**src/rtl/stream_mux_pkg.sv**
```systemverilog
// stream_mux_pkg: shared constants and helpers for the stream_mux_reg slice.
// Mode encodings for RR_MODE and a clog2 that never returns 0.
package stream_mux_pkg;

  localparam int MODE_SEL = 0;
  localparam int MODE_RR  = 1;

  // Keeps select fields at least one bit wide even for a single channel
  function automatic int clog2_min1(input int n);
    return (n <= 1) ? 1 : $clog2(n);
  endfunction

endpackage

```
**src/rtl/stream_mux_reg_rr_arbiter.sv**
```systemverilog
// rr_arbiter: rotating-priority search over N requests starting at ptr.
// Pure combinational; the pointer register lives in the instantiating block.
module rr_arbiter
  import stream_mux_pkg::*;
#(
  parameter int N     = 4,
  parameter int SEL_W = clog2_min1(N)
) (
  input  logic [N-1:0]     req,
  input  logic [SEL_W-1:0] ptr,
  output logic [SEL_W-1:0] gnt_idx,
  output logic             gnt_any
);

  logic [SEL_W-1:0] hi_idx;
  logic [SEL_W-1:0] lo_idx;
  logic             hi_any;
  logic             lo_any;

  // Two ascending passes: first requester at or above ptr, else the lowest one (the wrap case)
  always_comb begin
    hi_idx = '0;
    hi_any = 1'b0;
    lo_idx = '0;
    lo_any = 1'b0;
    for (int i = 0; i < N; i++) begin
      if (!hi_any && req[i] && (SEL_W'(i) >= ptr)) begin
        hi_any = 1'b1;
        hi_idx = SEL_W'(i);
      end
      if (!lo_any && req[i]) begin
        lo_any = 1'b1;
        lo_idx = SEL_W'(i);
      end
    end
    gnt_idx = hi_any ? hi_idx : lo_idx;
    gnt_any = lo_any;
  end

endmodule

```
**src/rtl/stream_mux_reg.sv**
```systemverilog
// stream_mux_reg: N-way valid/ready stream mux into a single registered output stage.
// Optional packet lock (grant held until in_last) is enabled by defining STREAM_MUX_PKT_LOCK_EN.
module stream_mux_reg
  import stream_mux_pkg::*;
#(
  parameter  int WIDTH   = 32,
  parameter  int N       = 4,
  parameter  int RR_MODE = MODE_SEL,
  localparam int SEL_W   = clog2_min1(N)
) (
  input  logic               clk,
  input  logic               rst,
  input  logic [SEL_W-1:0]   sel,
  input  logic [N-1:0]       in_valid,
  input  logic [N*WIDTH-1:0] in_data,
  input  logic [N-1:0]       in_last,
  output logic [N-1:0]       in_ready,
  output logic               out_valid,
  output logic [WIDTH-1:0]   out_data,
  output logic               out_last,
  output logic [SEL_W-1:0]   out_chan,
  input  logic               out_ready
);

  logic [SEL_W-1:0] arb_idx;
  logic             arb_any;
  logic [SEL_W-1:0] grant;
  logic             grant_ok;
  logic             ld;
  logic             accept;
  logic             g_valid;
  logic             g_last;
  logic [WIDTH-1:0] g_data;

  assign ld = !out_valid || out_ready;

  generate
    if (RR_MODE == MODE_RR) begin : g_rr
      logic [SEL_W-1:0] ptr;
      logic             ptr_adv;

      rr_arbiter #(.N(N), .SEL_W(SEL_W)) u_arb (
        .req     (in_valid),
        .ptr     (ptr),
        .gnt_idx (arb_idx),
        .gnt_any (arb_any)
      );

`ifdef STREAM_MUX_PKT_LOCK_EN
      // Only the closing beat of a packet moves the pointer on
      assign ptr_adv = accept && g_last;
`else
      assign ptr_adv = accept;
`endif

      always_ff @(posedge clk) begin
        if (rst)
          ptr <= '0;
        else if (ptr_adv)
          ptr <= (grant == SEL_W'(N - 1)) ? '0 : grant + SEL_W'(1);
      end
    end else begin : g_sel
      assign arb_idx = sel;
      assign arb_any = ({1'b0, sel} < (SEL_W + 1)'(N));
    end
  endgenerate

`ifdef STREAM_MUX_PKT_LOCK_EN
  logic             lock;
  logic [SEL_W-1:0] lock_ch;

  assign grant    = lock ? lock_ch : arb_idx;
  assign grant_ok = lock || arb_any;

  always_ff @(posedge clk) begin
    if (rst) begin
      lock    <= 1'b0;
      lock_ch <= '0;
    end else if (accept) begin
      lock    <= !g_last;
      lock_ch <= grant;
    end
  end
`else
  assign grant    = arb_idx;
  assign grant_ok = arb_any;
`endif

  // Constant-index decode of the granted channel keeps selects lint-clean for any N
  always_comb begin
    g_valid  = 1'b0;
    g_last   = 1'b0;
    g_data   = '0;
    in_ready = '0;
    for (int i = 0; i < N; i++) begin
      if (grant == SEL_W'(i)) begin
        g_valid     = in_valid[i];
        g_last      = in_last[i];
        g_data      = in_data[i*WIDTH +: WIDTH];
        in_ready[i] = ld && grant_ok;
      end
    end
  end

  assign accept = g_valid && ld && grant_ok;

  always_ff @(posedge clk) begin
    if (rst) begin
      out_valid <= 1'b0;
      out_data  <= '0;
      out_last  <= 1'b0;
      out_chan  <= '0;
    end else if (accept) begin
      out_valid <= 1'b1;
      out_data  <= g_data;
      out_last  <= g_last;
      out_chan  <= grant;
    end else if (out_ready) begin
      out_valid <= 1'b0;
    end
  end

endmodule

```
**config.mk**
```make
export PLATFORM = sky130hd
export DESIGN_NAME = stream_mux_reg
export DESIGN_NICKNAME = d
export VERILOG_FILES = /design/src/rtl/stream_mux_pkg.sv /design/src/rtl/stream_mux_reg_rr_arbiter.sv /design/src/rtl/stream_mux_reg.sv
export SDC_FILE = /design/constraint.sdc
export NUM_CORES = 1
export LEC_CHECK = 0
export CAP_MARGIN = 20
export CORE_AREA = 2 2 84 86
export CTS_CLUSTER_SIZE = 10
export DETAILED_ROUTE_END_ITERATION = 12
export DIE_AREA = 0 0 86 88
export PLACE_DENSITY = 0.86
export SYNTH_ARGS = -nofsm -noshare
export SYNTH_HDL_FRONTEND = slang
export SYNTH_SLANG_ARGS = --single-unit
```
**constraint.sdc**
```tcl
create_clock -name clk -period 3 [get_ports clk]
set_input_delay 0.45 -clock clk [delete_from_list [all_inputs] [get_ports clk]]
set_output_delay 0.45 -clock clk [all_outputs]
set_load 0.05 [all_outputs]
```
# Word-level counts from Yosys, hierarchy flattened
# Index checks and enable logic that the tools add are counted.
[totals]
register_bits = 36
inputBits = 141
output_inout_bits = 40
[op_classes]
n_eq_ne = 3
mux = 18
n_reduce_logical = 5
[op_table]
columns = ["cell", "count"]
rows = [
  ["$mux 32", 4],
  ["$mux 1", 14],
  ["$eq 2x2->1 const B", 2],
  ["$eq 2x1->1 const B", 1],
  ["$logic_not 2->1", 1],
  ["$reduce_bool 2->1", 1],
  ["$logic_and 1x1->1", 1],
  ["$logic_not 1->1", 1],
  ["$logic_or 1x1->1", 1],
]

# Depth between registers and ports, before layout
[depth]
ltp_word = 7
ltp_mapped = 7

# Worst setup path after synthesis
# OpenSTA, ideal clock, no wires.
[synth_path]
kind = "input to output"
from = "input sel[1]"
to = "output in_ready[1]"
arrival_ns = 1.970
required_time_ns = 2.550
setup_slack_ns = 0.580
stages = 3
path_cell_list = "buf_2 -> buf_2 -> nor3b_1"
[synth_via]
elab_chain_cells = 2
[synth_rtl]
columns = ["item", "line_no", "source"]
rows = [
  ["from (decl)", "stream_mux_reg.sv:13", "input logic [SEL_W-1:0] sel,"],
  ["$eq 2x1->1", "stream_mux_reg.sv:96", "if (grant == SEL_W'(i)) begin"],
  ["$mux 1", "stream_mux_reg.sv:96", ""],
  ["to (decl)", "stream_mux_reg.sv:17", "output logic [N-1:0] in_ready,"],
]
# No other way between the ends.

# Final worst setup path
[layout_path]
from = "input out_ready"
to = "output in_ready[2]"
[layout_via]
elab_chain_cells = 2
[layout_rtl]
columns = ["item", "line_no", "source"]
rows = [
  ["from (decl)", "stream_mux_reg.sv:22", "input logic out_ready"],
  ["$logic_or 1x1->1", "stream_mux_reg.sv:35", "assign ld = !out_valid || out_ready;"],
  ["$mux 1", "stream_mux_reg.sv:96", ""],
]
# No other way between the ends.

==> run summary <==
The clock-pin slew on the worst setup and hold paths is 0.07 ns. The power density of the placed cells is 356.1 nW/µm². The cell repeated most along the worst path is sky130_fd_sc_hd__clkdlybuf4s50_1.

The total of fill cells in the finished design came out at 540. The largest net degree at the start of global routing is 37. Relative to the synthesized area, the layout overhead comes to 77.68%. Detailed placement finished with a half-perimeter wire length of 5969 µm. The cell sitting at the root of the clock tree is a sky130_fd_sc_hd__clkbuf_8. The net count after synthesis is 355. Static timing analysis puts the maximum clock frequency at 385.9 MHz.

The average detailed-routed wire length per instance came out at 17.11 µm. The startpoint identified for the worst hold timing path is out_data[21]. STA classifies the critical path endpoint as an output pin.

The number of buffers on the longest clock path came out at 2. The number of maximum-capacitance violations is 0. The signal on the critical path passes through clkdlybuf4s50_1 > nand2b_1 > nand2_1 > nor2_1 > clkdlybuf4s50_1.

The path with the worst hold slack has its endpoint at out_data[21]. Of the total power, registers draw 35.8%. Summed over all failing endpoints, the final setup total negative slack is 0 ns.

The setup path with the least slack is of type input pin to output pin. The number of setup buffers added after CTS is 0. The final wirelength is 7888 µm. The total design power is 1.507 mW. The transition time at the pin with the least slew margin came out at 0.7358 ns. After synthesis the netlist holds a flip-flop and latch count of 36.

The die covers 7568 µm². The number of cells in the finished layout apart from fillers is 461. The number of buffers added by the clock tree synthesis step is 5. The peak supply drop is 0.0001469 V. The slowest stage cell on the critical path is sky130_fd_sc_hd__clkdlybuf4s50_1. The signal arrival time at the worst endpoint is 2.14 ns. The number of pins with negative max-slew slack in the final report was 0. The share of synthesized area occupied by flip-flops and latches came out at 30.25%. The largest fanout on the critical path is 4. The worst hold-check path type is register to register. In this run the cell area of the synthesized design comes to 2382 µm².

Net switching is 32.72% of the power. The total inserted antenna cells came out at 0. The die boundary width is 86 µm.

The area occupied by multi-input gates came out at 1490 µm². The area taken by flip-flops and latches is 720.7 µm². The weighted congestion at the end of routability-driven global placement came out at 0.7058.

The number of buffer cells added on primary ports is 180. The tightest slew margin relative to the limit is 50.68%. The routed layout has 2552 vias.

The number of cells on the worst reg-to-reg path is 5. The number of clock sinks came out at 36. The final-report setup violation count is 0.

The wire length of the first global-routing pass came out at 11670 µm. The CTS H-tree depth is 2. The number of violations reported at the end of detailed-routing iteration 0 is 83.

The critical path's largest stage delay came out at 0.81 ns. The hold buffer count at CTS came out at 0. The clock latency on the worst-skew pair is 0.28 ns. The first TritonRoute pass finished after 4 iterations. The via density per instance is 5.536. The proportion of layout cells with a drive suffix above 1 came out at 7.349%. The startpoint of the most critical register-to-register path is out_valid. The clock period minus worst slack came out at 2.591 ns.

The remaining antenna violation count came out at 0. Once the floorplan was initialized, standard cells occupied 35.86% of the core. The Yosys warning count is 0. The instance count after placement with tap cells included came out at 453. Along the worst hold path, the cell count comes to 2. After floorplanning, the core was sized to cover 6644 µm². The number of nets in the layout is 522. Once the clock tree was built, the resizer swapped 0 gates to a different size. The static leakage came out at 1.529 nW. TritonCTS built the clock tree. The initial antenna violation count is 0.

In this run the power spent charging and discharging nets is 0.4932 mW. The end of the worst register-to-register path is out_data[15]. The post-synthesis cell type count came out at 28. The number of global-route vias before repair was 2569. The synthesized netlist cell count is 214. The internal power consumption is 1.014 mW.

STA classifies the critical path startpoint as an input pin. Setup repair after global routing left no endpoint under its margin. Combinational logic is responsible for 43.1% of the overall power.

The total overflow left after global routing is 0. The number of placement rows came out at 30. The number of DRC violations after detailed routing came out at 0. The overall fraction of global-route tracks in use is 19.55%. The worst register-to-register path has a setup slack of 1.33 ns. The clock network burns 21.0% of the power.

The flow ran to the end, and the final reports show no timing, DRC or antenna violations. The setup clock skew after layout came out at 0.003502 ns. The required arrival time at the worst endpoint is 2.55 ns.

The average size of a mapped cell is 11.13 µm². 181 I/O pins were placed. The total count of hold-check failures in the final report is 0. The final critical path takes up 86.38% of the cycle. The die height is 88 µm.
==> final cells by class <==
class / instances / area share [%]
clock buffer: 6 / 1.714
clock inverter: 1 / 0.1182
multi-input combinational: 152 / 35.21
sequential: 36 / 17.03
tap: 80 / 2.365
timing repair buffer: 186 / 43.57
==> synth_stat cells, drive strengths merged <==
cell type	instances	share of area, %
a21oi	36	7.6
dfxtp	36	30
nand3	34	7.1
o21ai	34	7.1
mux4	33	35
buf	19	6.0
clkbuf	6	1.1
mux2i	2	1.0
nor2	2	0.32
nor3	2	0.63
nor3b	2	1.1
and3	1	0.26
dlygate4sd1	1	0.37
mux2	1	0.47
nand2	1	0.16
nand2b	1	0.26
nand3b	1	0.47
nor2b	1	0.37
or3	1	0.26
==> per-stage QoR <==
step           worst slack, ns  utilization, %  hold WS, ns  area, µm²
6_report                0.4087           63.71       0.4652       4233
5_1_grt                 0.3750           63.71       0.4782       4233
4_1_cts                 0.4171           63.48       0.4675       4218
3_5_place_dp            0.3984           62.32       0.4583       4140
3_3_place_gp            0.4701           62.32       0.4483       4140
2_1_floorplan           0.5800               -       0.6869       2382
==> metal layers <==
layer	vias to the layer above	global-route usage [%]	part of all wire [%]
met1	1208	18.57	34
met2	143	40.24	55
met3	9	5.372	9.5
met4	0	5.628	0.99
li1	1192	-	-
met5	-	0	0
==> logic make-up (layout without fill, tap and decap cells) <==
logic type             count (synthesis)  after routing  synth area share [%]
AOI/OAI and AO/OA                     70             70                 14.71
buffers and inverters                 26            193                 7.458
DFF                                   36             36                 30.25
muxes                                 36             36                 36.61
and+or+nand+nor                       46             46                 10.98
==> state kept, by name, indices dropped and copies added (netlist names) <==
| name | flops |
|---|---|
| out_last | 1 |
| out_chan | 2 |
| out_data | 32 |
| out_valid | 1 |
==> worst max path at each step <==
stage	endpoint	cells past startpoint	slack, ns	startpoint
2_1_floorplan	in_ready[1]	3	0.58	sel[1]
3_3_place_gp	in_ready[2]	5	0.47	out_ready
3_5_place_dp	out_data[4]	5	0.40	sel[0]
4_1_cts	in_ready[2]	5	0.42	out_ready
5_1_grt	in_ready[2]	5	0.37	out_ready
6_report	in_ready[2]	5	0.41	out_ready
==> power groups by stage <==
stage / combinational [mW] / clock [mW] / sequential (mW)
after floorplan: 0.214 / 0 / 0.692
after global placement: 0.633 / 0 / 0.548
after detailed placement: 0.649 / 0 / 0.551
after CTS: 0.650 / 0.326 / 0.540
after global routing: 0.683 / 0.343 / 0.545
final: 0.650 / 0.317 / 0.540
==> critical path, delay by kind of cell <==
family	cells	cell delay, ns
and+or+nand+nor	3	0.38
buffers and inverters	2	1.31
==> cells in the final DEF, fill, tap and decap left out, drive strengths merged <==
| cell type | Yosys | final |
|---|---|---|
| mux2 | 1 | 1 |
| nor2b | 1 | 1 |
| nand3 | 34 | 34 |
| nor3 | 2 | 2 |
| a21oi | 36 | 36 |
| mux2i | 2 | 2 |
| buf | 19 | 8 |
| nand2 | 1 | 1 |
| dfxtp | 36 | 36 |
| or3 | 1 | 1 |
| clkbuf | 6 | 6 |
| nor2 | 2 | 2 |
| and3 | 1 | 1 |
| nand2b | 1 | 1 |
| mux4 | 33 | 33 |
| clkinv | 0 | 1 |
| o21ai | 34 | 34 |
| nor3b | 2 | 2 |
| clkdlybuf4s50 | 0 | 178 |
| nand3b | 1 | 1 |
Note: power is estimated with default switching activity, not from simulation.
